--- src/rtl/pipe_hazard_ctrl_pkg.sv ---
// Shared encodings and defaults for the pipeline hazard controller.
package pipe_hazard_ctrl_pkg;

    localparam logic [1:0]  TUSE_NONE    = 2'd3;
    localparam logic [4:0]  REG_ZERO     = 5'd0;
    localparam logic [4:0]  REG_EPC      = 5'd14;
    localparam logic [31:0] HANDLER_PC   = 32'h0000_4180;
    localparam int          MULT_CYC_DEF = 5;
    localparam int          DIV_CYC_DEF  = 10;

    // One source operand stalls when a pending producer delivers later than D needs it.
    function automatic logic src_hazard(
        input logic [4:0] src,
        input logic [1:0] tuse,
        input logic [4:0] e_a3,
        input logic [1:0] e_tnew,
        input logic [4:0] m_a3,
        input logic [1:0] m_tnew
    );
        return (src != REG_ZERO) && (tuse != TUSE_NONE) &&
               (((src == e_a3) && (tuse < e_tnew)) || ((src == m_a3) && (tuse < m_tnew)));
    endfunction

endpackage

--- src/rtl/pipe_hazard_ctrl_mdu_busy_timer.sv ---
// Countdown of the multiply/divide unit's busy window after an operation starts in E.
module mdu_busy_timer
    import pipe_hazard_ctrl_pkg::*;
#(
    parameter int MULT_CYC = MULT_CYC_DEF,
    parameter int DIV_CYC  = DIV_CYC_DEF,
    parameter int CNT_W    = 4
) (
    input  logic             clk,
    input  logic             reset,
    input  logic             req,
    input  logic             mdu_start,
    input  logic             mdu_div,
    output logic             mdu_busy,
    output logic [CNT_W-1:0] cnt
);

    logic [CNT_W-1:0] cnt_reg;
    logic [CNT_W-1:0] cnt_next;

    // A start in a flushed E stage is dropped; an operation already running finishes.
    always_comb begin
        cnt_next = cnt_reg;
        if (!req && mdu_start)
            cnt_next = mdu_div ? CNT_W'(DIV_CYC) : CNT_W'(MULT_CYC);
        else if (cnt_reg != '0)
            cnt_next = cnt_reg - CNT_W'(1);
    end

    always_ff @(posedge clk) begin
        if (!reset)
            cnt_reg <= '0;
        else
            cnt_reg <= cnt_next;
    end

    assign mdu_busy = reset & (mdu_start | (cnt_reg != '0));
    assign cnt      = cnt_reg;

endmodule

--- src/rtl/pipe_hazard_ctrl.sv ---
// Stall/flush scheduler: data, MDU and eret hazards, exception priority, stall-cycle counter.
module pipe_hazard_ctrl
    import pipe_hazard_ctrl_pkg::*;
#(
    parameter int MULT_CYC = MULT_CYC_DEF,
    parameter int DIV_CYC  = DIV_CYC_DEF,
    parameter int CNT_W    = 4
) (
    input  logic        clk,
    input  logic        reset,
    input  logic        req,
    input  logic [4:0]  D_rs,
    input  logic [4:0]  D_rt,
    input  logic [1:0]  D_Tuse_rs,
    input  logic [1:0]  D_Tuse_rt,
    input  logic        D_is_mdu,
    input  logic        D_eret,
    input  logic [4:0]  E_A3,
    input  logic [4:0]  M_A3,
    input  logic [1:0]  E_Tnew,
    input  logic [1:0]  M_Tnew,
    input  logic        E_mdu_start,
    input  logic        E_mdu_div,
    input  logic        E_mtc0_epc,
    input  logic        M_mtc0_epc,
    output logic        F_WE,
    output logic        D_WE,
    output logic        E_clr,
    output logic        stall,
    output logic        mdu_busy,
    output logic [31:0] stall_cycles
);

    logic [4:0]       src_reg  [2];
    logic [1:0]       src_tuse [2];
    logic [1:0]       src_stall;
    logic [CNT_W-1:0] mdu_cnt;
    logic             stall_mdu;
    logic             stall_eret;
    logic             stall_raw;
    logic [31:0]      stall_cycles_reg;

    assign src_reg[0]  = D_rs;
    assign src_reg[1]  = D_rt;
    assign src_tuse[0] = D_Tuse_rs;
    assign src_tuse[1] = D_Tuse_rt;

    genvar gi;
    generate
        for (gi = 0; gi < 2; gi++) begin : g_src
            assign src_stall[gi] = src_hazard(src_reg[gi], src_tuse[gi],
                                              E_A3, E_Tnew, M_A3, M_Tnew);
        end
    endgenerate

    mdu_busy_timer #(
        .MULT_CYC (MULT_CYC),
        .DIV_CYC  (DIV_CYC),
        .CNT_W    (CNT_W)
    ) u_mdu_busy_timer (
        .clk       (clk),
        .reset     (reset),
        .req       (req),
        .mdu_start (E_mdu_start),
        .mdu_div   (E_mdu_div),
        .mdu_busy  (mdu_busy),
        .cnt       (mdu_cnt)
    );

    assign stall_mdu  = D_is_mdu & (E_mdu_start | (mdu_cnt != '0));
    assign stall_eret = D_eret & (E_mtc0_epc | M_mtc0_epc);
    assign stall_raw  = (|src_stall) | stall_mdu | stall_eret;

    // Held reset presents the no-hazard state on every output.
    assign stall = reset & stall_raw;

    // The exception flush overrides any stall; the pipeline regs clear themselves on req.
    assign F_WE  = req | ~stall;
    assign D_WE  = req | ~stall;
    assign E_clr = ~req & stall;

    always_ff @(posedge clk) begin
        if (!reset)
            stall_cycles_reg <= '0;
        else if (stall && !req)
            stall_cycles_reg <= stall_cycles_reg + 32'd1;
    end

    assign stall_cycles = stall_cycles_reg;

endmodule
--- config.mk ---
export PLATFORM = sky130hd
export DESIGN_NAME = pipe_hazard_ctrl
export DESIGN_NICKNAME = d
export VERILOG_FILES = /design/src/rtl/pipe_hazard_ctrl_pkg.sv /design/src/rtl/pipe_hazard_ctrl_mdu_busy_timer.sv /design/src/rtl/pipe_hazard_ctrl.sv
export SDC_FILE = /design/constraint.sdc
export NUM_CORES = 1
export LEC_CHECK = 0
export ABC_AREA = 0
export CORE_ASPECT_RATIO = 1.1
export CORE_MARGIN = 4
export CORE_UTILIZATION = 46
export DETAILED_ROUTE_END_ITERATION = 8
export PLACE_DENSITY_LB_ADDON = 0.3
export SLEW_MARGIN = 20
export SYNTH_ARGS = -nofsm -noshare
export SYNTH_HDL_FRONTEND = slang
export SYNTH_SLANG_ARGS = --single-unit
export TNS_END_PERCENT = 10
--- constraint.sdc ---
create_clock -name clk -period 3.4 [get_ports clk]
set_clock_uncertainty 0.15 [all_clocks]
set_input_delay 0.51 -clock clk [delete_from_list [all_inputs] [get_ports clk]]
set_output_delay 0.51 -clock clk [all_outputs]
set_load 0.1 [all_outputs]
=== After elaboration in Yosys (flattened, before gate mapping) ===
Index checks and enable logic that the tools add are counted.

* Add/sub/neg operators: 2
* Order comparisons: 4
* Equal/unequal tests: 6
* Mux-type cells: 3
* Bitwise logic cells: 12
* Reductions and logical operators: 18

{| class="wikitable"
|+ Operators with widths
! operator !! count
|-
| $add A32 B1 Y32 const B || 1
|-
| $eq A5 B5 Y1 || 4
|-
| $mux W4 || 3
|-
| $logic_and A1 B1 Y1 || 10
|-
| $reduce_bool A5 Y1 || 2
|-
| $lt A2 B2 Y1 || 4
|-
| $and A1 B1 Y1 || 5
|-
| $or A1 B1 Y1 || 5
|-
| $ne A2 B2 Y1 const B || 2
|-
| $reduce_bool A4 Y1 || 1
|-
| $sub A4 B1 Y4 const B || 1
|-
| $logic_or A1 B1 Y1 || 2
|-
| $not A1 Y1 || 2
|-
| $reduce_bool A2 Y1 || 1
|-
| $reduce_or A2 Y1 || 1
|-
| $logic_not A1 Y1 || 1
|}

* Register bits: 36
* Bits of input ports: 37
* Output and inout bits: 37
* Logic and storage cells: 47

=== Depth between registers and ports, before layout ===
* Word-level depth: 10
* Gate-level depth with buffers: 10
* Mapped depth without buffers: 8

=== Cells and area by module ===
A second synthesis with hierarchy kept.

* Cells, all modules: 264
* Area total of the unflattened synthesis: 2238.4 um2

{| class="wikitable"
|+ Modules (own cells, without submodules)
! module !! instances !! cells an instance !! area each (um2) !! seq. area each (um2)
|-
| pipe_hazard_ctrl || 1 || 235 || 1984.4 || 640.6
|-
| mdu_busy_timer || 1 || 29 || 254.0 || 80.1
|}

=== Worst setup path after synthesis ===
No wires, ideal clock.

* Kind: in2out
* From: in E_Tnew[1]
* To: out F_WE
* Arrival: 5.627 ns
* Required time: 2.740 ns
* Path slack: -2.887 ns
* Stages on the path: 9
* Buffers on the path: 1
* Cells stage by stage: inv_1 > ha_1 > a2111oi_2 > nand4_1 > a221oi_2 > nor3_1 > nor3_1 > inv_1 > buf_4

* Word-level cells in the longest chain between the ends: 10
* Elaborated cells on any way between the ends: 14
* Classes of those cells: order compare (2); bitwise (5); reduce/logical (7)

{| class="wikitable"
|+ RTL lines
! item !! RTL line !! source
|-
| start: declaration || pipe_hazard_ctrl.sv:20 || <nowiki>input logic [1:0] E_Tnew,</nowiki>
|-
| $lt A2 B2 Y1 || pipe_hazard_ctrl_pkg.sv:21 || <nowiki>(((src == e_a3) && (tuse < e_tnew)) || ((src == m_a3) && (tuse < m_tnew)));</nowiki>
|-
| $logic_and A1 B1 Y1 || pipe_hazard_ctrl_pkg.sv:21 ||
|-
| $logic_or A1 B1 Y1 || pipe_hazard_ctrl_pkg.sv:21 ||
|-
| $logic_and A1 B1 Y1 || pipe_hazard_ctrl_pkg.sv:20 || <nowiki>return (src != REG_ZERO) && (tuse != TUSE_NONE) &&</nowiki>
|-
| $reduce_or A2 Y1 * || pipe_hazard_ctrl.sv:72 || <nowiki>assign stall_raw = (|src_stall) | stall_mdu | stall_eret;</nowiki>
|-
| $or A1 B1 Y1 * (2 in series) || pipe_hazard_ctrl.sv:72 ||
|-
| $and A1 B1 Y1 * || pipe_hazard_ctrl.sv:75 || <nowiki>assign stall = reset & stall_raw;</nowiki>
|-
| $not A1 Y1 * || n/a ||
|-
| $or A1 B1 Y1 * || n/a ||
|-
| end: declaration || pipe_hazard_ctrl.sv:26 || <nowiki>output logic F_WE,</nowiki>
|}

Every way passes the cells marked *; elsewhere a longest branch is shown, timed or not.

=== Worst setup path in the final report ===
* From: in E_A3[2]
* To: out F_WE

* Word-level cells in the longest chain between the ends: 10
* Elaborated cells on any way between the ends: 14
* Classes of those cells: eq/ne (2); bitwise (5); reduce/logical (7)

{| class="wikitable"
|+ RTL lines
! item !! RTL line !! source
|-
| start: declaration || pipe_hazard_ctrl.sv:18 || <nowiki>input logic [4:0] E_A3,</nowiki>
|-
| $eq A5 B5 Y1 || pipe_hazard_ctrl_pkg.sv:21 ||
|-
| $logic_and A1 B1 Y1 || pipe_hazard_ctrl_pkg.sv:21 ||
|-
| $logic_or A1 B1 Y1 || pipe_hazard_ctrl_pkg.sv:21 ||
|-
| $logic_and A1 B1 Y1 || pipe_hazard_ctrl_pkg.sv:20 ||
|-
| $reduce_or A2 Y1 * || pipe_hazard_ctrl.sv:72 ||
|-
| $or A1 B1 Y1 * (2 in series) || pipe_hazard_ctrl.sv:72 ||
|-
| $and A1 B1 Y1 * || pipe_hazard_ctrl.sv:75 ||
|-
| $not A1 Y1 * || pipe_hazard_ctrl.sv:78 || <nowiki>assign F_WE = req | ~stall;</nowiki>
|-
| $or A1 B1 Y1 * || pipe_hazard_ctrl.sv:78 ||
|}

Marks and branches as above.

==> flow_metrics.tcl <==
set metrics [dict create \
    status "complete, no violations" \
    core_sq_um 4410 \
    die_y_microns 79.84 \
    grt.total_usage 0.1939 \
    std_cell_rows 25 \
    fmax_mhz 307.8 \
    cts_num_sinks 36 \
    antenna_violating_nets_post_route 0 \
    endpoint_kind "primary output" \
    synth_cell_types 36 \
    synth-main-ff-cell "dfxtp_1" \
    diodes 0 \
    drt-total-wl_microns 5570 \
    period_needed_ns 3.249 \
    vias 2235 \
    syn_avg_cell_area_sq_um 8.114 \
    instances_no_fill 403 \
    drcViolationCount 0 \
    final_nets 393 \
    hold_ws_ns 0.3378 \
    drive_gt1_frac 0.1920 \
    cts_tree "built" \
    tightest_slew_ns 0.9702 \
    drv_slew 0 \
    hold_viol 0 \
    crit_type "in -> out" \
    dpl.cell_count 395 \
    drv_cap 0 \
    worstReg2RegEnd "stall_cycles[31]" \
    comb_power_share 0.345 \
    io_buffers 73 \
    final_area_sq_um 3193 \
    swShare 0.3365 \
    cts_buffer_depth 2 \
    post_drt_wl_per_cell_microns 13.82 \
    worstPathCellList "clkdlybuf4s50_1 > xor2_1 > a2111oi_4 > nand4_1 > a221oi_2 > nor3_2 > nor3_4 > inv_2 > buf_12" \
    slew_headroom 0.3512 \
    start_kind "input pin" \
    cp_slowest_cell "clkdlybuf4s50_1" \
    antenna_found_initial 0 \
    ios 74 \
    hp-start "stall_cycles[24]" \
    clk_latency_ns 0.28 \
    setup_violations 0 \
    reg2reg_slack_ns 0.79 \
    yosysSeqAreaShare 0.3339 \
    hold_class "reg -> reg" \
    cp_data_arrival_time_ns 2.59 \
    largest_register_ffs 32 \
    drtPass1Iterations 4 \
    critPathRequiredTime_ns 2.74 \
    place_hpwl_microns 4273 \
    synthCells 266 \
    overflow 0 \
    grt_pass1_vias 2173 \
    ctsHtreeMaxLevel 2 \
    place.gp.congestion 0.8851 \
    crit_path_max_fanout 3 \
    synth_area_sq_um 2158 \
    path_clk_slew_ns 0.07 \
    power_density_nw_per_um2 379.6 \
    placed_area_sq_um 3009 \
    p_total_uw 1212 \
    crit_path_max_incr_delay_ns 0.46 \
    min_path_cells 2 \
    leakagePower_uw 0.001230 \
    cts_buffers 5 \
    intPower_uw 804.2 \
    start_util 0.4894 \
    drt_iter0_drc 117 \
    die_area_sq_um 5853 \
    p_switching_uw 407.9 \
    grt_pass1_wl_microns 9211 \
    rr_worst_depth 7 \
    yosysWarnings 0 \
    rsz0062_at_grt "false" \
    synthArstFlopShare 0 \
    ys_ff_latch 36 \
    timing.final.crit_share 0.9555 \
    min_to "stall_cycles[24]" \
    power_frac_clock 0.267 \
    dieWidth_microns 73.31 \
    grt_max_degree 32 \
    peakVddDrop_uv 441.8 \
    syn-num-nets 310 \
    seq_power_share 0.388 \
    rr_startpoint "stall_cycles[4]" \
    vias_per_cell 5.546 \
    ctsRootBufferMaster "clkbuf_8" \
    synth_edf_count 0 \
    hold_buffers 0 \
    syn2layout_area_growth_pct 47.94 \
]
-- cell families after synthesis --
group,count (synthesis),share of synthesized area
multiplexers,2,0.009276
AO/OA/AOI/OAI,72,0.2093
AND/OR/NAND/NOR,97,0.2522
flip-flops,36,0.3339
buffers and inverters,27,0.05333
XOR/XNOR,25,0.1014
adder cells (fa/ha/maj),7,0.04058
-- worst max path at each step --
| stage | cells after the start | slack [ns] | start | to |
|---|---|---|---|---|
| after global placement | 9 | -0.04 | D_rt[1] | stall_cycles[3] |
| after detailed placement | 9 | -0.09 | D_rt[1] | stall_cycles[5] |
| after CTS | 10 | 0.04 | M_Tnew[1] | F_WE |
| final | 9 | 0.15 | E_A3[2] | F_WE |
| after floorplan | 9 | -0.96 | E_Tnew[1] | F_WE |
| after global routing | 9 | 0.02 | M_A3[2] | F_WE |
-- placed cells by master (no fill, tap or decap), types with 3 or more instances in the layout --
cell type / Yosys / routed
clkdlybuf4s50_1: 0 / 37
buf_4: 1 / 36
dfxtp_1: 36 / 36
a21oi_1: 30 / 30
o21ai_0: 23 / 23
or3_1: 21 / 21
nand2_1: 19 / 19
nor2_1: 14 / 14
xor2_1: 13 / 13
inv_1: 16 / 13
xnor2_1: 12 / 12
or4_1: 9 / 9
nand3_1: 9 / 9
nand4_1: 7 / 7
o31ai_1: 7 / 7
clkbuf_8: 0 / 7
dlymetal6s2s_1: 0 / 7
ha_1: 7 / 6
buf_12: 0 / 6
nand2b_1: 4 / 4
inv_2: 0 / 3
and3_1: 3 / 3
-- final cells by class --
type	count	area, sq um
tap	54	67.56
inverter	17	63.81
sequential	36	720.7
timing repair buffer	86	848.3
multi-input combinational	203	1396
clock buffer	7	96.34
fill	350	1217
-- worst max-delay path, delay by kind of cell --
kind | cells | cell delay [ns]
AOI/OAI and AO/OA | 2 | 0.62
xor gates and xnor gates | 1 | 0.20
buffers and inverters | 3 | 0.73
and+or+nand+nor | 3 | 0.52
-- Yosys cell counts (all sizes together), types with 5 or more instances --
cell type	count	share of area
nand4	8	0.026
nor3	5	0.017
nor2	14	0.024
xor2	13	0.053
nand3	9	0.021
a21oi	30	0.070
o21ai	23	0.053
dfxtp	36	0.33
clkbuf	6	0.010
inv	16	0.028
xnor2	12	0.049
or3	21	0.061
o31ai	9	0.036
nand2	19	0.033
ha	7	0.041
or4	9	0.031
-- stage by stage --
stage	setup slack (ns)	TNS (ns)	util
final	0.1515	0	0.7240
after global routing	0.01971	0	0.7240
after CTS	0.03554	0	0.7041
after detailed placement	-0.09149	-0.4512	0.6823
after global placement	-0.03618	-0.1352	0.6823
after floorplan	-0.9567	-1.772	-
-- power by group through the flow --
stage | clock network [uW] | registers (uW) | logic (uW)
6_report | 324 | 470 | 418
2_1_floorplan | 0 | 497 | 249
5_1_grt | 350 | 472 | 449
3_5_place_dp | 0 | 478 | 405
3_3_place_gp | 0 | 478 | 397
4_1_cts | 331 | 470 | 408
-- metal layers --
metal / track usage / share of wire / vias up
li1: - / - / 1135
met1: 0.2198 / 0.43 / 1027
met2: 0.3506 / 0.51 / 69
met3: 0.05290 / 0.063 / 4
met4: 0.05254 / 0.0056 / 0
met5: 0 / 0 / -
-- timing repair --
item	4_1_cts	5_1_grt
setup buffers	0	2
resized for setup	1	15
hold endpoints to repair	0	0
setup endpoints to repair	2	4
pin swaps	2	8
No activity file was read; power rests on OpenSTA's default activity.
